File: config.mk
export PLATFORM = sky130hd
export DESIGN_NAME = term_ctrl
export DESIGN_NICKNAME = d
export VERILOG_FILES = /design/src/rtl/vga_pkg.sv /design/src/rtl/tile_cursor.sv /design/src/rtl/term_ctrl.sv
export SDC_FILE = /design/constraint.sdc
export NUM_CORES = 1
export LEC_CHECK = 0
export ABC_AREA = 1
export CAP_MARGIN = 20
export CORE_ASPECT_RATIO = 1.2
export CORE_MARGIN = 4
export CORE_UTILIZATION = 25
export DETAILED_ROUTE_END_ITERATION = 16
export PLACE_DENSITY_LB_ADDON = 0.15
export SLEW_MARGIN = 20
export SYNTH_ARGS = -nofsm -noshare
export SYNTH_HDL_FRONTEND = slang
export SYNTH_SLANG_ARGS = --single-unit
export TNS_END_PERCENT = 20
File: constraint.sdc
create_clock -name clk_i -period 2.1 [get_ports clk_i]
set_input_delay 0.315 -clock clk_i [delete_from_list [all_inputs] [get_ports clk_i]]
set_output_delay 0.315 -clock clk_i [all_outputs]
set_load 0.01 [all_outputs]
File: src/rtl/vga_pkg.sv
// Shared constants and types for the text terminal tile-buffer controller.
package vga_pkg;

   localparam int unsigned H_TILES        = 160;
   localparam int unsigned V_TILES        = 64;
   localparam int unsigned ADDR_COL_WIDTH = 8;
   localparam int unsigned ADDR_ROW_WIDTH = 6;
   localparam int unsigned DATA_WIDTH     = 7;

   localparam logic [DATA_WIDTH-1:0] CHAR_NUL   = 7'h00;
   localparam logic [DATA_WIDTH-1:0] CHAR_BS    = 7'h08;
   localparam logic [DATA_WIDTH-1:0] CHAR_LF    = 7'h0A;
   localparam logic [DATA_WIDTH-1:0] CHAR_CR    = 7'h0D;
   localparam logic [DATA_WIDTH-1:0] CHAR_FIRST = 7'h20;
   localparam logic [DATA_WIDTH-1:0] CHAR_LAST  = 7'h7E;

   typedef enum logic {
      IDLE  = 1'b0,
      CLEAR = 1'b1
   } term_state_e;

   typedef enum logic [2:0] {
      CUR_HOLD = 3'd0,
      CUR_INC  = 3'd1,
      CUR_NL   = 3'd2,
      CUR_CR   = 3'd3,
      CUR_DEC  = 3'd4,
      CUR_HOME = 3'd5
   } cur_op_e;

endpackage

File: src/rtl/tile_cursor.sv
// Column/row position counter with screen wrap; used for the text cursor and the clear sweep.
module tile_cursor
   import vga_pkg::*;
#(
   parameter int unsigned COLS  = H_TILES,
   parameter int unsigned ROWS  = V_TILES,
   parameter int unsigned COL_W = ADDR_COL_WIDTH,
   parameter int unsigned ROW_W = ADDR_ROW_WIDTH
) (
   input  logic             clk_i,
   input  logic             rstn_i,
   input  cur_op_e          op_i,
   output logic [COL_W-1:0] col_o,
   output logic [ROW_W-1:0] row_o
);

   localparam logic [COL_W-1:0] COL_LAST = COL_W'(COLS - 1);
   localparam logic [ROW_W-1:0] ROW_LAST = ROW_W'(ROWS - 1);

   logic [COL_W-1:0] col_d;
   logic [ROW_W-1:0] row_d;
   logic [ROW_W-1:0] row_next;

   // Next position for each operation; the bottom row wraps to the top (no scroll)
   always_comb begin
      row_next = (row_o == ROW_LAST) ? '0 : row_o + ROW_W'(1);
      col_d    = col_o;
      row_d    = row_o;
      case (op_i)
         CUR_INC: begin
            if (col_o == COL_LAST) begin
               col_d = '0;
               row_d = row_next;
            end else begin
               col_d = col_o + COL_W'(1);
            end
         end
         CUR_NL: begin
            col_d = '0;
            row_d = row_next;
         end
         CUR_CR:   col_d = '0;
         CUR_DEC:  if (col_o != '0) col_d = col_o - COL_W'(1);
         CUR_HOME: begin
            col_d = '0;
            row_d = '0;
         end
         default: ;
      endcase
   end

   // Position register
   always_ff @(posedge clk_i or negedge rstn_i) begin
      if (!rstn_i) begin
         col_o <= '0;
         row_o <= '0;
      end else begin
         col_o <= col_d;
         row_o <= row_d;
      end
   end

endmodule

File: src/rtl/term_ctrl.sv
// Terminal controller: turns a character stream into tile-buffer writes and
// maintains the cursor. Optional clear-screen sweep enabled by TERM_CLEAR_EN.
module term_ctrl
   import vga_pkg::*;
#(
   parameter int unsigned H_TILES        = vga_pkg::H_TILES,
   parameter int unsigned V_TILES        = vga_pkg::V_TILES,
   parameter int unsigned ADDR_COL_WIDTH = vga_pkg::ADDR_COL_WIDTH,
   parameter int unsigned ADDR_ROW_WIDTH = vga_pkg::ADDR_ROW_WIDTH,
   parameter int unsigned DATA_WIDTH     = vga_pkg::DATA_WIDTH
) (
   input  logic                      clk_i,
   input  logic                      rstn_i,
   input  logic                      char_valid_i,
   input  logic [DATA_WIDTH-1:0]     char_i,
   output logic                      char_ready_o,
   input  logic                      clear_i,
   output logic                      busy_o,
   output logic                      wr_en_o,
   output logic [ADDR_COL_WIDTH-1:0] col_w_o,
   output logic [ADDR_ROW_WIDTH-1:0] row_w_o,
   output logic [DATA_WIDTH-1:0]     din_o,
   output logic [ADDR_COL_WIDTH-1:0] cur_col_o,
   output logic [ADDR_ROW_WIDTH-1:0] cur_row_o
);

   cur_op_e                   cur_op;
   logic                      char_acc;
   logic                      is_print;
   logic                      wr_en_d;
   logic [ADDR_COL_WIDTH-1:0] col_w_d;
   logic [ADDR_ROW_WIDTH-1:0] row_w_d;
   logic [DATA_WIDTH-1:0]     din_d;

   // Text cursor
   tile_cursor #(
      .COLS  (H_TILES),
      .ROWS  (V_TILES),
      .COL_W (ADDR_COL_WIDTH),
      .ROW_W (ADDR_ROW_WIDTH)
   ) u_cursor (
      .clk_i  (clk_i),
      .rstn_i (rstn_i),
      .op_i   (cur_op),
      .col_o  (cur_col_o),
      .row_o  (cur_row_o)
   );

`ifdef TERM_CLEAR_EN
   term_state_e               state_q;
   term_state_e               state_d;
   cur_op_e                   sweep_op;
   logic [ADDR_COL_WIDTH-1:0] sweep_col;
   logic [ADDR_ROW_WIDTH-1:0] sweep_row;
   logic                      sweep_last;

   // Sweep address; a full pass wraps it back to (0,0) ready for the next clear
   tile_cursor #(
      .COLS  (H_TILES),
      .ROWS  (V_TILES),
      .COL_W (ADDR_COL_WIDTH),
      .ROW_W (ADDR_ROW_WIDTH)
   ) u_sweep (
      .clk_i  (clk_i),
      .rstn_i (rstn_i),
      .op_i   (sweep_op),
      .col_o  (sweep_col),
      .row_o  (sweep_row)
   );

   assign sweep_last   = (sweep_col == ADDR_COL_WIDTH'(H_TILES - 1)) &&
                         (sweep_row == ADDR_ROW_WIDTH'(V_TILES - 1));
   assign char_ready_o = rstn_i & (state_q == IDLE) & ~clear_i;
   assign busy_o       = (state_q == CLEAR);

   // FSM state register
   always_ff @(posedge clk_i or negedge rstn_i) begin
      if (!rstn_i) state_q <= IDLE;
      else         state_q <= state_d;
   end
`else
   logic unused_clear;

   assign unused_clear = clear_i;
   assign char_ready_o = rstn_i;
   assign busy_o       = 1'b0;
`endif

   assign char_acc = char_valid_i & char_ready_o;
   assign is_print = (char_i >= DATA_WIDTH'(CHAR_FIRST)) && (char_i <= DATA_WIDTH'(CHAR_LAST));

   // Next state, cursor operation and the write to issue on the next cycle
   always_comb begin
      wr_en_d = 1'b0;
      col_w_d = col_w_o;
      row_w_d = row_w_o;
      din_d   = din_o;
      cur_op  = CUR_HOLD;
`ifdef TERM_CLEAR_EN
      state_d  = state_q;
      sweep_op = CUR_HOLD;
      if (state_q == CLEAR) begin
         wr_en_d  = 1'b1;
         col_w_d  = sweep_col;
         row_w_d  = sweep_row;
         din_d    = DATA_WIDTH'(CHAR_NUL);
         sweep_op = CUR_INC;
         if (sweep_last) begin
            state_d = IDLE;
            cur_op  = CUR_HOME;
         end
      end else if (clear_i) begin
         state_d = CLEAR;
      end else
`endif
      if (char_acc) begin
         if (is_print) begin
            wr_en_d = 1'b1;
            col_w_d = cur_col_o;
            row_w_d = cur_row_o;
            din_d   = char_i;
            cur_op  = CUR_INC;
         end else if (char_i == DATA_WIDTH'(CHAR_LF)) begin
            cur_op = CUR_NL;
         end else if (char_i == DATA_WIDTH'(CHAR_CR)) begin
            cur_op = CUR_CR;
         end else if ((char_i == DATA_WIDTH'(CHAR_BS)) && (cur_col_o != '0)) begin
            wr_en_d = 1'b1;
            col_w_d = cur_col_o - ADDR_COL_WIDTH'(1);
            row_w_d = cur_row_o;
            din_d   = DATA_WIDTH'(CHAR_NUL);
            cur_op  = CUR_DEC;
         end
      end
   end

   // Registered tile-buffer write port
   always_ff @(posedge clk_i or negedge rstn_i) begin
      if (!rstn_i) begin
         wr_en_o <= 1'b0;
         col_w_o <= '0;
         row_w_o <= '0;
         din_o   <= '0;
      end else begin
         wr_en_o <= wr_en_d;
         col_w_o <= col_w_d;
         row_w_o <= row_w_d;
         din_o   <= din_d;
      end
   end

endmodule

# Yosys cells after proc, flatten, opt, wreduce, memory -nomap -nowiden
# Index checks and enable logic that the tools add are counted.
[word_totals]
regBits = 36
inputBits = 11
out_inout_bits = 38
wordCells = 64
[classes]
addsub = 3
n_lt_le_gt_ge = 2
eq_ne = 14
n_mux = 28
bitwise_logic = 1
n_reduce_logical = 10
[op_table]
columns = ["operator", "count"]
rows = [
  ["8-bit 2-to-1 mux", 6],
  ["6-bit 2-to-1 mux", 6],
  ["7-bit 2-to-1 mux", 4],
  ["8-bit case mux with 3 select lines", 1],
  ["7-bit by 4-bit == test with 1-bit output, second input constant", 3],
  ["6-bit case mux with 3 select lines", 1],
  ["3-bit 2-to-1 mux", 5],
  ["8-bit by 1-bit adder with 8-bit output, second input constant", 1],
  ["8-bit == test, second input constant", 1],
  ["8-bit nonzero test", 1],
  ["8-bit by 1-bit subtractor with 8-bit output, second input constant", 1],
  ["7-bit by 6-bit >= comparator with 1-bit output, second input constant", 1],
  ["7-bit <= comparator, second input constant", 1],
  ["6-bit by 1-bit adder with 6-bit output, second input constant", 1],
  ["3-bit by 2-bit == test with 1-bit output, second input constant", 2],
  ["3-bit == test, second input constant", 2],
  ["6-bit == test, second input constant", 1],
  ["2-bit inequality test, second input constant", 3],
  ["3-bit nonzero test", 2],
  ["1-bit 2-to-1 mux", 5],
  ["2-bit AND reduction", 2],
  ["4-bit AND reduction", 1],
  ["3-bit by 1-bit == test with 1-bit output, second input constant", 1],
  ["3-bit OR reduction", 1],
  ["other kinds (4)", 5],
]

# Depth between registers and ports, before layout
[depth]
ltp_word = 11
mapped_depth = 11
depth_no_buf = 10

# Hierarchy
# Synthesis repeated with hierarchy kept, for this count alone.
[hier_totals]
hier_cells = 368
hier_area_um2 = 2557.5
[modules_own_cells]
columns = ["module", "instances", "cells_per_inst", "area_each_um2", "seq_area_each_um2"]
rows = [
  ["term_ctrl", 1, 184, 1345.0, 550.5],
  ["tile_cursor", 1, 184, 1212.4, 350.3],
]

# Worst setup path before layout
# OpenSTA, ideal clock, no wires.
[synth_timing]
path_type = "register -> register"
from = "reg u_cursor.col_o[0]"
to = "reg col_w_o[7]"
setup_ns = 0.117
arrival_ns = 1.405
required_ns = 1.983
slack_ns = 0.577
path_stages_with_launch = 10
n_path_buf = 1
period_less_slack_ns = 1.523
path_cell_list = "dfrtp_1 inv_1 ha_1 nand4_1 nand2_1 nand2_1 nand2_2 buf_4 nand2_1 nand2_1"
[synth_between]
elab_chain_cells = 5
elab_cells_between_ends = 9
cone_classes = "add/sub: 1; mux: 4; reduce/logical: 4"
[synth_lines]
columns = ["item", "line", "rtl"]
rows = [
  ["start, declared", "tile_cursor.sv:13", "output logic [COL_W-1:0] col_o,"],
  ["start signal, assigned", "tile_cursor.sv:58", "col_o <= col_d;"],
  ["8-bit by 1-bit subtractor with 8-bit output", "term_ctrl.sv:129", "col_w_d = cur_col_o - ADDR_COL_WIDTH'(1);"],
  ["8-bit 2-to-1 mux", "term_ctrl.sv:127", "end else if ((char_i == DATA_WIDTH'(CHAR_BS)) && (cur_col_o != '0)) begin"],
  ["8-bit 2-to-1 mux", "term_ctrl.sv:125", "end else if (char_i == DATA_WIDTH'(CHAR_CR)) begin"],
  ["8-bit 2-to-1 mux", "term_ctrl.sv:123", "end else if (char_i == DATA_WIDTH'(CHAR_LF)) begin"],
  ["8-bit 2-to-1 mux", "term_ctrl.sv:117", "if (is_print) begin"],
  ["end signal, assigned", "term_ctrl.sv:146", "col_w_o <= col_w_d;"],
  ["end, declared", "term_ctrl.sv:20", "output logic [ADDR_COL_WIDTH-1:0] col_w_o,"],
]
# Parallel ways exist; a longest one is shown, timed or not. The select of a mux whose other input is x is not followed.
# A chain may end at the register's enable or synchronous reset.

# Worst setup path after layout
[layout_timing]
from = "in rstn_i"
to = "out char_ready_o"
[layout_rtl]
columns = ["item", "line", "rtl"]
rows = [
  ["start, declared", "term_ctrl.sv:13", "input logic rstn_i,"],
  ["end, declared", "term_ctrl.sv:16", "output logic char_ready_o,"],
]
# No word-level cell between the ends.

==> impl_metrics.yaml <==
floorplan:
  rows: 37
  dieArea_sq_um: 10600
  coreArea_sq_um: 8700
  die_h_um: 112
  start_util_pct: 25.9
  dieWidth_um: 94.8
  io_pins: 49
worst_setup_path:
  cp_slowest_cell: "clkdlybuf4s50_1"
  crit_arrival_ns: 1.68
  worst-setup-path-type: "in -> out"
  start_kind: "primary input"
  cp_data_required_time_ns: 1.78
  critPathMaxStageDelay_ns: 0.55
  reg2reg_to: "u_cursor.row_o[1]"
  cp_max_fo: 12
  reg2reg_from: "u_cursor.col_o[1]"
  path_cells: "dlygate4sd3_1, buf_2, buf_6, clkdlybuf4s50_1"
  cp_num_buf_inv: 4
  cp_top_family: "buffers and inverters"
  cp-end-kind: "output port"
  regToRegSetupSlack_ns: 0.25
  rr_worst_depth: 8
global_routing:
  overflow: 0
  grt_pass1_wl_mm: 10.4
  grt.met2_usage_pct: 20.8
  top_usage_layer: "met2"
  use_met3_pct: 2.35
  grt_usage_pct: 12.2
  grt_max_degree: 26
  grt_pass1_vias: 2142
  grt.met1_usage_pct: 15.1
  antenna_found_initial: 0
yosys:
  yosysTopAreaCell: "dfrtp_1"
  avgSynthCellArea_sq_um: 7.19
  synth_top_flop_cell: "dfrtp_1"
  synthCells: 314
  yosysWarnings: 0
  postSynth.asyncResetShare_pct: 100
  yosys.area.top_type_share_pct: 39.9
  synthesis.area_sq_um: 2260
  synth_edf_count: 0
  synth_common_cells: "nand2_1 (135), dfrtp_1 (36), nand3_1 (31)"
  synth.most_common_cell: "nand2_1"
  ys_seq_elements: 36
  ys_seq_area_share_pct: 39.9
  ys_types: 29
  synth_fp_nets: 329
  synth.area.top_cells: "dfrtp_1 (40%), nand2_1 (22%), nand3_1 (6.9%)"
power:
  p_leak_nw: 1.45
  power_density_nw_per_um2: 1010
  vdd_drop_max_mv: 0.434
  total_power_mw: 3.00
cells_and_area:
  drive_gt1_share_pct: 10.9
  antennaDiodeCount: 0
  nFillCells: 999
  nets: 382
  syn_to_final_growth_pct: 31.6
drt:
  num_vias: 2106
  drt_pass1_iterations: 4
  drt-vias-per-instance: 4.35
  drt_wl_total_mm: 5.98
  wl_per_cell_um: 12.4
  drc_errors: 0
  drt-initial-drc-count: 63
  ant_nets: 0
job:
  drv_cap: 0
timing:
  fin_crit_ns: 2.00
  setup-tns-final_ns: 0
  final-setup-viol-count: 0
  rsz0062_at_grt: "no"
  maxSlewViolCount: 0
  finalCritPeriodShare_pct: 95.2
  finalHoldViolCount: 0
  max_freq_ghz: 0.500
  finalClockSkew_ns: 0.00369
clock_network:
  clock_latency_ns: 0.29
  cts.sinks: 36
  htree_levels: 2
  numCtsBuffers: 5
  cts_tree: "yes"
  root_buffer: "clkbuf_8"
  clk_pin_slew_ns: 0.07
  cts_buffer_depth: 2
placement:
  dp.final_hpwl_mm: 4.57
  port_buffers: 46
  gp_congestion: 0.838
hold_path:
  hold_depth: 2
  min_path_type: "reg -> reg"
  min_from: "row_w_o[4]"
  hold_end: "row_w_o[4]"
run_status:
  status: "completed"
power breakdown:
group          internal [mW]  total [mW]  leakage [nW]  switching, mW
Combinational          0.665        1.37         0.952          0.708
Sequential             0.876        1.08         0.444          0.206
Clock                  0.292       0.543        0.0503          0.251
Total                   1.83        3.00          1.45           1.16
logic make-up (layout without fill, tap and decap cells):
family                     Yosys count  after routing  synth area share [%]
adders and majority gates            4              4                  2.22
DFF                                 36             36                  39.9
xor gates and xnor gates             9              9                  3.49
other                                1              1                 0.166
and+or+nand+nor                    210            210                  40.6
AOI/OAI and AO/OA                   22             22                  6.65
buffers and inverters               32             85                  7.04
sequential cells by signal (all words and copies together), names as in the netlist:
register and cells:
din_o 7, row_w_o 6, u_cursor.row_o 6, u_cursor.col_o 8
col_w_o 8, wr_en_o 1
stage by stage:
| stage | instances | utilization [%] | setup WS (ns) | hold WS [ns] | instance area [sq um] |
|---|---|---|---|---|---|
| after CTS | 484 | 34.1 | 0.0256 | 0.488 | 2970 |
| after global placement | 476 | 32.9 | 0.0593 | 0.295 | 2860 |
| after detailed placement | 476 | 32.9 | 0.0727 | 0.307 | 2860 |
| final | 484 | 34.2 | 0.100 | 0.479 | 2970 |
| after floorplan | 314 | - | 0.577 | 0.0194 | 2260 |
| after global routing | 484 | 34.2 | 0.0111 | 0.501 | 2970 |
timing repair:
| action | 4_1_cts | 5_1_grt |
|---|---|---|
| endpoints found under the setup margin | 0 | 1 |
| setup buffers | 0 | 0 |
| endpoints found under the hold margin | 11 | 0 |
| resized for setup | 0 | 1 |
| hold buffers | 1 | 0 |
how the worst max path moves through the flow:
stage	to	slack, ns	from	depth (start not counted)
2_1_floorplan	col_w_o[7]	0.58	u_cursor.col_o[0]	9
3_3_place_gp	u_cursor.col_o[5]	0.06	char_i[3]	10
3_5_place_dp	u_cursor.col_o[5]	0.07	char_i[3]	10
4_1_cts	char_ready_o	0.03	rstn_i	4
5_1_grt	char_ready_o	0.01	rstn_i	4
6_report	char_ready_o	0.10	rstn_i	4
area by class of cell:
cell class / count / area (sq um) / area share (%)
Tap cell: 117 / 146 / 4.92
Inverter: 23 / 88.8 / 2.99
Clock buffer: 7 / 96.3 / 3.24
Multi-Input combinational cell: 246 / 1200 / 40.3
Timing Repair Buffer: 55 / 542 / 18.2
Sequential cell: 36 / 901 / 30.3
worst reg2reg max path: stages, from the launching register on:
cell and delay, ns:
dfrtp_1 0.45, ha_1 0.23, nand2_1 0.11, nor2_2 0.20, nand2_1 0.14, clkinv_1 0.14, nand4_1 0.27, nand3_1 0.15
nand2_1 0.06
layout by cell type (no fill, tap or decap), drive strengths merged:
| cell | synthesis | routed |
|---|---|---|
| nand2 | 140 | 140 |
| clkdlybuf4s50 | 0 | 45 |
| dfrtp | 36 | 36 |
| nand3 | 34 | 34 |
| nor2 | 28 | 28 |
| inv | 22 | 22 |
| o21ai | 18 | 18 |
| xor2 | 9 | 9 |
| buf | 9 | 9 |
| clkbuf | 0 | 7 |
| nand4 | 5 | 5 |
| ha | 4 | 4 |
| a21oi | 3 | 3 |
| nor3 | 2 | 2 |
| nand3b | 1 | 1 |
| clkinv | 1 | 1 |
| o21bai | 1 | 1 |
| conb | 1 | 1 |
| dlygate4sd3 | 0 | 1 |
layer usage:
| metal | wire length, um | vias up |
|---|---|---|
| met1 | 2710 | 970 |
| li1 | - | 1091 |
| met4 | 116 | 0 |
| met5 | 0 | - |
| met3 | 189 | 8 |
| met2 | 2960 | 37 |
Note: power is estimated with default switching activity, not from simulation.
